===== src/rtl/fetch_pkg.sv =====
// Shared types and constants for the instruction-fetch sequencer and its
// address map: FSM states, output-mux codes and 32-bit Thumb prefixes.
package fetch_pkg;

   localparam int PC_W = 15;

   typedef enum logic [2:0] {
      ST_RESET  = 3'd0,
      ST_RUN    = 3'd1,
      ST_BUBBLE = 3'd2,
      ST_HALT   = 3'd3,
      ST_DONE   = 3'd4
   } fetch_state_e;

   localparam logic [1:0] SEL0_BANK0 = 2'd0;
   localparam logic [1:0] SEL0_IR1   = 2'd1;
   localparam logic [1:0] SEL0_BANK1 = 2'd2;

   localparam logic [4:0] PFX32_A = 5'b11101;
   localparam logic [4:0] PFX32_B = 5'b11110;
   localparam logic [4:0] PFX32_C = 5'b11111;

   function automatic logic is_prefix32(input logic [15:0] hw);
      return (hw[15:11] == PFX32_A) || (hw[15:11] == PFX32_B) || (hw[15:11] == PFX32_C);
   endfunction

endpackage


===== src/rtl/fetch_addr_map.sv =====
// Pure combinational map from a halfword PC to the dual-bank ROM row,
// bank-0 row offset and the IR_0/IR_1 output-mux selects.
module fetch_addr_map
   import fetch_pkg::*;
(
   input  logic [PC_W-1:0] pc,
   output logic [PC_W-2:0] rom_addr,
   output logic            pc_1,
   output logic            sel_mem_1,
   output logic [1:0]      sel_mem_0
);

   // Odd PC: IR_0 comes from bank 1 and IR_1 from bank 0 one row further on.
   always_comb begin
      rom_addr = pc[PC_W-1:1];
      pc_1     = pc[0];
      if (pc[0]) begin
         sel_mem_0 = SEL0_BANK1;
         sel_mem_1 = 1'b0;
      end else begin
         sel_mem_0 = SEL0_BANK0;
         sel_mem_1 = 1'b1;
      end
   end

endmodule


===== src/rtl/fetch_ctrl.sv =====
// Instruction-fetch sequencer: owns the halfword PC, tracks decode consumption,
// applies branch redirects with a bubble, and stops on halt or end of program.
module fetch_ctrl
   import fetch_pkg::*;
#(
   parameter logic [PC_W-1:0] RESET_PC         = 15'd0,
   parameter logic [PC_W-1:0] PROG_LEN         = 15'd46,
   parameter int unsigned     REDIRECT_BUBBLES = 1
) (
   input  logic            clk,
   input  logic            rst_n,
   input  logic [15:0]     ir_0,
   input  logic [1:0]      dec_consume,
   input  logic            br_taken,
   input  logic [PC_W-1:0] br_target,
   input  logic            halt_req,
   output logic [PC_W-2:0] Rom_addr_in,
   output logic            pc_1,
   output logic            sel_mem_1,
   output logic [1:0]      sel_mem_0,
   output logic            if_valid_0,
   output logic            if_valid_1,
   output logic [PC_W-1:0] if_pc,
   output logic            if_is32,
   output logic            fetch_done,
   output logic            proto_err
);

   localparam logic [1:0] BUBBLES = 2'(REDIRECT_BUBBLES);

   fetch_state_e    state_q, state_d, redirect_state_s;
   logic [PC_W-1:0] pc_q, pc_d, pc_next_s, pc_sum_s;
   logic [1:0]      cnt_q, cnt_d, n_valid_s;
   logic            proto_err_q, proto_err_d;
   logic            fetch_done_q, fetch_done_d;
   logic            v0_s, v1_s, is32_s, bad_consume_s;

   fetch_addr_map u_addr_map (
      .pc        (pc_q),
      .rom_addr  (Rom_addr_in),
      .pc_1      (pc_1),
      .sel_mem_1 (sel_mem_1),
      .sel_mem_0 (sel_mem_0)
   );

   // Valid window and consume legality; 16-bit compare keeps pc+1 from wrapping.
   always_comb begin
      v0_s             = (state_q == ST_RUN) && (pc_q < PROG_LEN);
      v1_s             = (state_q == ST_RUN) && (({1'b0, pc_q} + 16'd1) < {1'b0, PROG_LEN});
      is32_s           = v0_s && is_prefix32(ir_0);
      n_valid_s        = {1'b0, v0_s} + {1'b0, v1_s};
      bad_consume_s    = (dec_consume == 2'd3) || ((dec_consume == 2'd1) && is32_s) ||
                         (dec_consume > n_valid_s);
      pc_sum_s         = pc_q + {13'd0, dec_consume};
      redirect_state_s = (BUBBLES == 2'd0) ? ST_RUN : ST_BUBBLE;
   end

   // Next-state logic for the fetch FSM, PC, bubble counter and flags.
   always_comb begin
      state_d      = state_q;
      pc_d         = pc_q;
      cnt_d        = cnt_q;
      proto_err_d  = proto_err_q;
      fetch_done_d = 1'b0;
      pc_next_s    = pc_q;
      case (state_q)
         ST_RESET: begin
            if (RESET_PC >= PROG_LEN) begin
               state_d      = ST_DONE;
               fetch_done_d = 1'b1;
            end else begin
               state_d = ST_RUN;
            end
         end
         ST_RUN: begin
            if (br_taken) begin
               pc_d    = br_target;
               cnt_d   = BUBBLES;
               state_d = redirect_state_s;
            end else begin
               if (bad_consume_s) begin
                  proto_err_d = 1'b1;
                  pc_next_s   = pc_q;
               end else begin
                  pc_next_s = pc_sum_s;
               end
               pc_d = pc_next_s;
               if (halt_req) begin
                  state_d = ST_HALT;
               end else if (pc_next_s >= PROG_LEN) begin
                  state_d      = ST_DONE;
                  fetch_done_d = 1'b1;
               end else begin
                  state_d = ST_RUN;
               end
            end
         end
         ST_BUBBLE: begin
            if (br_taken) begin
               pc_d    = br_target;
               cnt_d   = BUBBLES;
               state_d = redirect_state_s;
            end else if (cnt_q <= 2'd1) begin
               cnt_d   = 2'd0;
               state_d = ST_RUN;
            end else begin
               cnt_d = cnt_q - 2'd1;
            end
         end
         ST_HALT: begin
            if (br_taken) begin
               pc_d = br_target;
            end else begin
               pc_d = pc_q;
            end
            if (!halt_req) begin
               state_d = ST_RUN;
            end else begin
               state_d = ST_HALT;
            end
         end
         ST_DONE: begin
            if (br_taken && (br_target < PROG_LEN)) begin
               pc_d    = br_target;
               cnt_d   = BUBBLES;
               state_d = redirect_state_s;
            end else begin
               state_d = ST_DONE;
            end
         end
         default: begin
            state_d = ST_RESET;
         end
      endcase
   end

   // State registers.
   always_ff @(posedge clk or negedge rst_n) begin
      if (!rst_n) begin
         state_q      <= ST_RESET;
         pc_q         <= RESET_PC;
         cnt_q        <= 2'd0;
         proto_err_q  <= 1'b0;
         fetch_done_q <= 1'b0;
      end else begin
         state_q      <= state_d;
         pc_q         <= pc_d;
         cnt_q        <= cnt_d;
         proto_err_q  <= proto_err_d;
         fetch_done_q <= fetch_done_d;
      end
   end

   assign if_valid_0 = v0_s;
   assign if_valid_1 = v1_s;
   assign if_pc      = pc_q;
   assign if_is32    = is32_s;
   assign fetch_done = fetch_done_q;
   assign proto_err  = proto_err_q;

endmodule


===== config.mk =====
export PLATFORM = sky130hd
export DESIGN_NAME = fetch_ctrl
export DESIGN_NICKNAME = d
export VERILOG_FILES = /design/src/rtl/fetch_pkg.sv /design/src/rtl/fetch_addr_map.sv /design/src/rtl/fetch_ctrl.sv
export SDC_FILE = /design/constraint.sdc
export NUM_CORES = 1
export LEC_CHECK = 0
export CORE_MARGIN = 5
export CORE_UTILIZATION = 40
export CTS_BUF_LIST = sky130_fd_sc_hd__clkbuf_8
export CTS_CLUSTER_DIAMETER = 100
export DETAILED_ROUTE_END_ITERATION = 10
export GPL_TIMING_DRIVEN = 0
export PLACE_DENSITY = 0.71
export SLEW_MARGIN = 25
export SYNTH_ARGS = -nofsm -noshare
export SYNTH_HDL_FRONTEND = slang
export SYNTH_HIERARCHICAL = 1
export SYNTH_SLANG_ARGS = --single-unit

===== constraint.sdc =====
create_clock -name clk -period 5.42 [get_ports clk]
set_clock_uncertainty 0.05 [all_clocks]
set_input_delay 0.813 -clock clk [delete_from_list [all_inputs] [get_ports clk]]
set_output_delay 0.813 -clock clk [all_outputs]
set_load 0.005 [all_outputs]

# Yosys cells after proc, flatten, opt, wreduce, memory -nomap -nowiden
# Index checks and enable logic that the tools add are counted.
# totals
regBits	22
wordCells	71
out_inout_bits	38
# classes
reduce_logical	16
magnitude_cmp	6
n_eq_ne	13
addsub	4
bitwise	1
mux	26
# op_table
operator	count
$mux W15	6
$pmux W15 S3	1
$lt A15 B6 Y1 const B	2
$mux W3	6
$add A15 B1 Y16 const B	1
$lt A16 B6 Y1 const B	1
$add A15 B2 Y15	1
$eq A5 B5 Y1 const B	3
$ge A15 B6 Y1 const B	1
$pmux W3 S5	1
$mux W2	6
$reduce_and A3 Y1	3
$eq A3 B2 Y1 const B	2
$pmux W2 S3	1
$reduce_bool A3 Y1	2
$logic_and A1 B1 Y1	5
$mux W1	5
$logic_or A1 B1 Y1	4
$ne A2 B2 Y1 const B	2
$eq A3 B1 Y1 const B	1
$eq A3 B3 Y1 const B	1
$logic_not A3 Y1	1
$ne A3 B3 Y1 const B	1
$add A1 B1 Y2	1
other kinds (8)	8

# Logic depth before layout (Yosys ltp)
# Gate-level depths: netlist of run 1.
# depth
ltp_word	15
depth_mapped	18
ltp_nobuf	17

# Hierarchy
# Netlist of run 1, hierarchy kept.
# modules_own_cells
module	cells_per_inst	area_per_inst_um2	seq_area_each_um2	n_inst
fetch_ctrl	297	2185.8	550.5	1
fetch_addr_map	19	135.1	0.0	1

# Least setup slack after synthesis of run 1
# No wires, ideal clock.
# synth_path
kind	register to register
from	register pc_q[2] (netlist: if_pc[2])
to	register fetch_done_q (netlist: fetch_done)
arrival_time_ns	4.129
t_required_ns	5.244
synth_period_minus_slack_ns	4.305
path_slack_ns	1.115
stages_incl_launch_ff	18
path_cell_list	dfrtp_1 -> clkbuf_1 -> and2_1 -> nand4_1 -> or3b_2 -> a21oi_1 -> nor2_1 -> nor4b_1 -> ha_1 -> inv_1 -> ha_1 -> nor2b_1 -> o21a_1 -> nor4_1 -> xor2_1 -> nor3b_1 -> and4_1 -> a31oi_1
# synth_between
elab_chain_len	14
elab_cells_between_ends	20
# synth_lines
element	line	rtl
start, declared	fetch_ctrl.sv:32	logic [PC_W-1:0] pc_q, pc_d, pc_next_s, pc_sum_s;
start signal, assigned	fetch_ctrl.sv:147	pc_q <= pc_d;
$add A15 B1 Y16	fetch_ctrl.sv:49	v1_s = (state_q == ST_RUN) && (({1'b0, pc_q} + 16'd1) < {1'b0, PROG_LEN});
$lt A16 B6 Y1	fetch_ctrl.sv:49	
$logic_and A1 B1 Y1	fetch_ctrl.sv:49	
via if_valid_1	fetch_ctrl.sv:22	output logic if_valid_1,
$add A1 B1 Y2	fetch_ctrl.sv:51	n_valid_s = {1'b0, v0_s} + {1'b0, v1_s};
$gt A2 B2 Y1	fetch_ctrl.sv:53	(dec_consume > n_valid_s);
$logic_or A1 B1 Y1	fetch_ctrl.sv:52	bad_consume_s = (dec_consume == 2'd3) || ((dec_consume == 2'd1) && is32_s) ||
$mux W15	fetch_ctrl.sv:81	if (bad_consume_s) begin
$mux W15	fetch_ctrl.sv:76	if (br_taken) begin
$mux W15	fetch_ctrl.sv:66	case (state_q)
$ge A15 B6 Y1	fetch_ctrl.sv:90	end else if (pc_next_s >= PROG_LEN) begin
$mux W1	fetch_ctrl.sv:90	
$mux W1	fetch_ctrl.sv:88	if (halt_req) begin
$mux W1	fetch_ctrl.sv:76	
$mux W1	fetch_ctrl.sv:66	
via fetch_done_d	fetch_ctrl.sv:35	logic fetch_done_q, fetch_done_d;
end signal, assigned	fetch_ctrl.sv:150	fetch_done_q <= fetch_done_d;
end, declared	fetch_ctrl.sv:35	
# The timed path passes the listed nets, and every way through them passes these cells. The select of a mux whose other input is x is not followed.
# A chain may end at the register's enable or synchronous reset.

# Worst setup path in the final report of run 1
# layout_path
from	register pc_q[2] (netlist: if_pc[2])
to	register pc_q[5] (netlist: if_pc[5])
# layout_between
elab_chain_len	11
elab_cells_between_ends	17
# layout_lines
element	line
$add A15 B1 Y16 / $lt A15 B6 Y1 (equally long branches)	fetch_ctrl.sv:49, fetch_ctrl.sv:48
$lt A16 B6 Y1 / $logic_and A1 B1 Y1 (equally long branches)	fetch_ctrl.sv:49, fetch_ctrl.sv:48
$logic_and A1 B1 Y1 (on tied branches)	fetch_ctrl.sv:49, fetch_ctrl.sv:50
$add A1 B1 Y2 / $logic_and A1 B1 Y1 (equally long branches)	fetch_ctrl.sv:51, fetch_ctrl.sv:52
$gt A2 B2 Y1 / $logic_or A1 B1 Y1 (equally long branches)	fetch_ctrl.sv:53, fetch_ctrl.sv:52
$logic_or A1 B1 Y1	fetch_ctrl.sv:52
$mux W15 *	fetch_ctrl.sv:81
$mux W15 *	fetch_ctrl.sv:76
$mux W15 *	fetch_ctrl.sv:66
$mux W15 *	fetch_ctrl.sv:76
$pmux W15 S3 *	fetch_ctrl.sv:66
# Every way passes the cells marked *; elsewhere a longest branch is shown, timed or not. The select of a mux whose other input is x is not followed.

==> results.py, run 1 <==
metrics = {
    "synth": {
        "synth_nets": 360,
        "synth_flop_cell": "dfrtp_1",
        "ys_ff_latch": 22,
        "synth-edff-count": 0,
        "ys_types": 61,
        "avgSynthCellArea_um2": 7.34,
        "syn-instance-count": 316,
        "synth_top_cell_area_share_pct": 23.7,
        "synth.area.top_cells": "dfrtp_1 (24%), a21oi_1 (6.3%), nand2_1 (5.7%)",
        "synth_area_um2": 2320,
        "ys_seq_area_share_pct": 23.7,
        "yosys.area.top_type": "dfrtp_1",
        "synthArstFlopShare_pct": 100,
        "synth_warnings": 6,
    },
    "die": {
        "boundaryPins": 75,
        "die_h_um": 86.2,
        "dieArea_um2": 7430,
        "coreArea_um2": 5570,
        "row_count": 27,
        "start_util_pct": 41.6,
        "die_w_um": 86.2,
    },
    "place": {
        "place_ws_ns": 0.418,
        "place_hpwl_um": 6350,
        "portBuffers": 61,
        "place_congestion": 0.957,
    },
    "timing": {
        "hold_viol": 0,
        "worst_pin_slew_ns": 0.675,
        "relSlewSlack_pct": 54.7,
        "setup_tns_ns": 0,
        "timing.final.ws_setup_ns": 0.368,
        "rsz0062_at_grt": "false",
        "slew_viol_final": 0,
        "finalSetupViolations": 0,
        "holdWs_ns": 0.430,
        "period_minus_slack_ns": 5.05,
        "fmax_ghz": 0.198,
        "post-route-period-util_pct": 93.2,
    },
    "global_route": {
        "grt_max_degree": 23,
        "gr-usage-met1_pct": 28.5,
        "top_usage_layer": "met2",
        "grt_use_met2_pct": 35.4,
        "grt_pass1_vias": 2594,
        "grt_use_total_pct": 21.4,
        "grt_overflow": 0,
        "met3_usage_pct": 3.42,
        "antenna_found_initial": 0,
        "grt_pass1_wl_um": 12700,
    },
    "finish": {
        "drive_gt1_share_pct": 10.2,
        "area_growth_syn_to_layout_pct": 32.8,
        "fin_nets": 426,
        "final_common_cell": "clkdlybuf4s50_1",
        "diodes": 0,
        "num-fill-cells": 549,
        "final_cell_mix": "clkdlybuf4s50_1 (60), nand2_1 (35), a21oi_1 (29)",
    },
    "worst_setup_path": {
        "startpoint_type": "flop",
        "crit_fanout": 10,
        "path_cells": "clkbuf_1, and2_1, nand4_1, or3b_2, a21oi_1, nor2_1, nor4b_1, ha_1, inv_1, ha_1, nor2b_1, o21ai_0, nand2_1, nor2_1, nand2_1, o32a_1, o21ai_1",
        "cp-startpoint": "if_pc[2]",
        "r2r_setup_slack_ns": 0.37,
        "endpoint_kind": "flop",
        "cp.required_ns": 5.56,
        "cpPeakStageDelay_ns": 0.51,
        "arrival_ns": 5.19,
        "r2r-start": "if_pc[2]",
        "slowest_stage": "nor2_1",
        "path_class": "flop to flop",
    },
    "clocking": {
        "clkSinkCount": 22,
        "clock_latency_ns": 0.27,
        "clk_pin_slew_ns": 0.09,
        "cts_buffer_depth": 2,
        "root_buffer": "clkbuf_8",
        "ctsResizeCount": 0,
        "cts_hold_buf": 0,
        "htreeDepth": 1,
        "cts_setup_buffers": 0,
        "tritoncts": "yes",
        "numCtsBuffers": 3,
    },
    "worst_hold_path": {
        "hp-class": "flop to flop",
        "holdCritStartpoint": "proto_err",
    },
    "drt": {
        "first_pass_iters": 5,
        "drtIter0Drc": 212,
        "drcViolationCount": 0,
        "vias": 2750,
        "finalWirelength_um": 8090,
        "post_drt_wl_per_cell_um": 17.9,
        "detail-route-antenna-nets": 0,
        "via_per_inst": 6.07,
    },
    "job": {
        "drv_cap": 0,
    },
    "power": {
        "vdd_drop_max_mv": 0.227,
        "leakage_uw": 0.00116,
        "power-per-cell-area_nw_per_um2": 519,
        "finalPower_uw": 1600,
    },
    "outcome": {
        "status": "finished clean",
    },
}
## path summary, 6_finish.rpt
path / to / depth (start not counted)
worst min-delay path: proto_err / 1
worst min register to register: proto_err / 1
min in group asynchronous: if_pc[2] / 1
max in group asynchronous: if_pc[12] / 1
worst max-delay path: if_pc[5] / 17
worst max register to register: if_pc[5] / 17
## registers in the layout, indices dropped and copies added (netlist names)
name and count:
cnt_q 2, fetch_done 1, if_pc 15, proto_err 1, state_q 3
## cell usage after synthesis, types with 3 or more instances
master     instances
and2_1             5
buf_4             17
o22ai_1            6
or3_1              7
a22oi_1            3
o2111ai_1          3
nand3_1           14
a21oi_1           29
nand2b_1           4
nor2_1            20
inv_1              7
a31oi_1            8
nor2b_1            6
nor4_1             6
xnor2_1            3
o21ai_0           20
o21ai_1            6
o21a_1             4
nand2_1           35
nor3_1            13
dfrtp_1           22
clkbuf_1          14
nor4b_1            3
nand4_1            7
ha_1               6
## power breakdown
part	total (uW)	switching (uW)	leakage [uW]	internal (uW)
clock network	123	58.5	0.0000288	64.9
logic	1140	595	0.000872	544
registers	338	103	0.000259	235
## critical path: cells and delay by family (launching register included)
family	cells	cell delay (ns)
compound gates	4	0.94
fa+ha+maj	2	0.53
buf+inv	2	0.39
flops	1	0.44
simple gates	9	2.60
## metal layers
layer	vias to the layer above	share of wire (%)
met4	0	1.7
met3	12	8.6
met1	1298	43
li1	1296	-
met5	-	0
met2	144	47
## logic make-up after synthesis
group                    count (synthesis)  synth area share, %
adder cells (fa/ha/maj)                  8                 4.53
XOR/XNOR                                 5                 1.89
multiplexers                             2                0.916
buffers and inverters                   42                 10.3
AND/OR/NAND/NOR                        138                 31.9
AO/OA/AOI/OAI                           98                 26.6
other                                    1                0.162
flip-flops                              22                 23.7
## cell type report
cell class	count	area [um2]	area share [%]
inverters	7	26.3	0.852
plain buffers	35	213	6.90
multi-input cells	252	1540	50.0
clock buffers	4	55.1	1.79
repair buffers	61	606	19.6
flip-flops and latches	22	551	17.9
well taps	72	90.1	2.92
## stage by stage
step,cells,util (%),area (um2)
2_1_floorplan,316,-,2320
3_3_place_gp,449,54.2,3020
3_5_place_dp,449,54.2,3020
4_1_cts,453,55.2,3080
5_1_grt,453,55.3,3080
6_report,453,55.3,3080
(Power assumes the default switching activity.)
==> run 2, diff against run 1 <==
CTS_CLUSTER_SIZE = 16   (was default)
==> results of run 2 <==
No change in the layout: final DEF, timing and power equal those of run 1.
==> run 3, diff against run 2 <==
CORE_ASPECT_RATIO = 1.75   (was default)
==> results.py, run 3 (synthesized netlist as in run 1, its figures left out) <==
metrics = {
    "finish": {
        "drive_gt1_share_pct": 9.97,
        "multi_input_area_um2": 1540,
        "num-fill-cells": 570,
        "diodes": 0,
        "final_cell_mix": "clkdlybuf4s50_1 (60), nand2_1 (35), a21oi_1 (29)",
        "ff_latch_area_um2": 551,
        "largest_register_ffs": 15,
        "fin_nets": 426,
        "area_growth_syn_to_layout_pct": 32.8,
        "final_common_cell": "clkdlybuf4s50_1",
        "final_cells": 457,
    },
    "die": {
        "boundaryPins": 75,
        "row_count": 36,
        "start_util_pct": 41.2,
        "dieArea_um2": 7490,
        "die_h_um": 111,
        "coreArea_um2": 5630,
        "die_w_um": 67.6,
    },
    "worst_hold_path": {
        "hold_depth": 1,
        "hp-class": "flop to flop",
    },
    "job": {
        "drv_cap": 0,
    },
    "timing": {
        "fmax_ghz": 0.202,
        "rsz0062_at_grt": "false",
        "relSlewSlack_pct": 52.3,
        "hold_viol": 0,
        "setup_tns_ns": 0,
        "post-route-period-util_pct": 91.5,
        "worst_pin_slew_ns": 0.708,
        "finalSetupViolations": 0,
        "period_minus_slack_ns": 4.96,
        "slew_viol_final": 0,
    },
    "drt": {
        "first_pass_iters": 5,
        "finalWirelength_um": 8160,
        "via_per_inst": 6.00,
        "vias": 2740,
        "post_drt_wl_per_cell_um": 17.9,
        "detail-route-antenna-nets": 0,
        "drtIter0Drc": 205,
        "drcViolationCount": 0,
    },
    "global_route": {
        "antenna_found_initial": 0,
        "grt_overflow": 0,
        "grt_use_total_pct": 22.4,
        "grt_max_degree": 23,
        "grt_pass1_wl_um": 13200,
        "grt_pass1_vias": 2719,
    },
    "worst_setup_path": {
        "reg2reg_depth": 17,
        "cp.required_ns": 5.52,
        "slowest_stage": "nor4_1",
        "r2r_setup_slack_ns": 0.46,
        "startpoint_type": "flop",
        "path_class": "flop to flop",
        "critPathMostFrequentCell": "ha_1",
        "cpPeakStageDelay_ns": 0.66,
        "endpoint_kind": "flop",
        "crit_fanout": 10,
        "path_cells": "clkbuf_1, and2_1, nand4_1, or3b_2, a21oi_1, nor2_1, nor4b_1, ha_1, inv_1, ha_1, nor2b_1, o21a_1, nor4_1, xor2_1, nor3b_1, and4_1, a31oi_1",
        "arrival_ns": 5.06,
    },
    "place": {
        "place_hpwl_um": 6480,
        "place_congestion": 0.964,
        "portBuffers": 61,
        "dpl.cell_count": 453,
    },
    "clocking": {
        "tritoncts": "yes",
        "clkSinkCount": 22,
        "ctsResizeCount": 0,
        "cts_setup_buffers": 0,
        "root_buffer": "clkbuf_8",
        "htreeDepth": 1,
        "clock_latency_ns": 0.27,
        "cts_hold_buf": 0,
        "cts_buffer_depth": 2,
        "numCtsBuffers": 3,
        "clk_pin_slew_ns": 0.09,
    },
    "power": {
        "vdd_drop_max_mv": 0.315,
        "leakage_uw": 0.00116,
        "power-per-cell-area_nw_per_um2": 518,
    },
    "outcome": {
        "status": "finished clean",
    },
}
-- run 3: cell count changes in the layout (fill, tap and decap cells not counted) --
cell and delta:
nor4_1 +1, nor4_2 -1
-- run 3: through the flow --
stage / power [uW] / setup WS, ns / utilization, % / hold WS (ns) / instance area [um2]
floorplan: 990 / 1.11 / - / 0.416 / 2320
global placement: 1450 / 0.651 / 53.8 / 0.422 / 3030
detailed placement: 1460 / 0.585 / 53.8 / 0.422 / 3030
CTS: 1590 / 0.565 / 54.7 / 0.442 / 3080
global route: 1720 / 0.0488 / 54.7 / 0.464 / 3080
finish: 1600 / 0.461 / 54.7 / 0.435 / 3080
-- run 3: path summary, 6_finish.rpt --
path                       startpoint          to
max reg2reg                  if_pc[2]  fetch_done
min                         proto_err   proto_err
min in group asynchronous       rst_n    if_pc[6]
max                          if_pc[2]  fetch_done
min reg2reg                 proto_err   proto_err
max in group asynchronous       rst_n  state_q[1]
-- run 3: layout make-up --
class / instances / area share [%]
tap: 76 / 3.09
sequential: 22 / 17.9
timing repair buffer: 61 / 19.7
multi-input combinational: 252 / 49.9
inverter: 7 / 0.853
buffer: 35 / 6.90
clock buffer: 4 / 1.79
-- run 3: layer usage --
layer  up-vias  share of wire (%)  track usage (%)
met3        25                6.2             1.72
met1      1299                 37             26.5
met2       120                 53             38.6
met5         -                  0                0
li1       1296                  -                -
met4         0                4.3             11.7
-- run 3: where the power goes --
group	switching (uW)	total, uW	internal [uW]	leakage (uW)
Clock	56.4	121	64.8	0.0000288
Combinational	591	1130	544	0.000872
Sequential	106	341	235	0.000259
Total	753	1600	844	0.00116
-- run 3: worst max-delay path: cells and delay by family, from the launching register on --
kind	cells	cell delay (ns)
adders and majority gates	2	0.49
AOI/OAI and AO/OA	3	0.49
and+or+nand+nor	9	2.81
xor gates and xnor gates	1	0.14
DFF	1	0.45
buffers and inverters	2	0.40
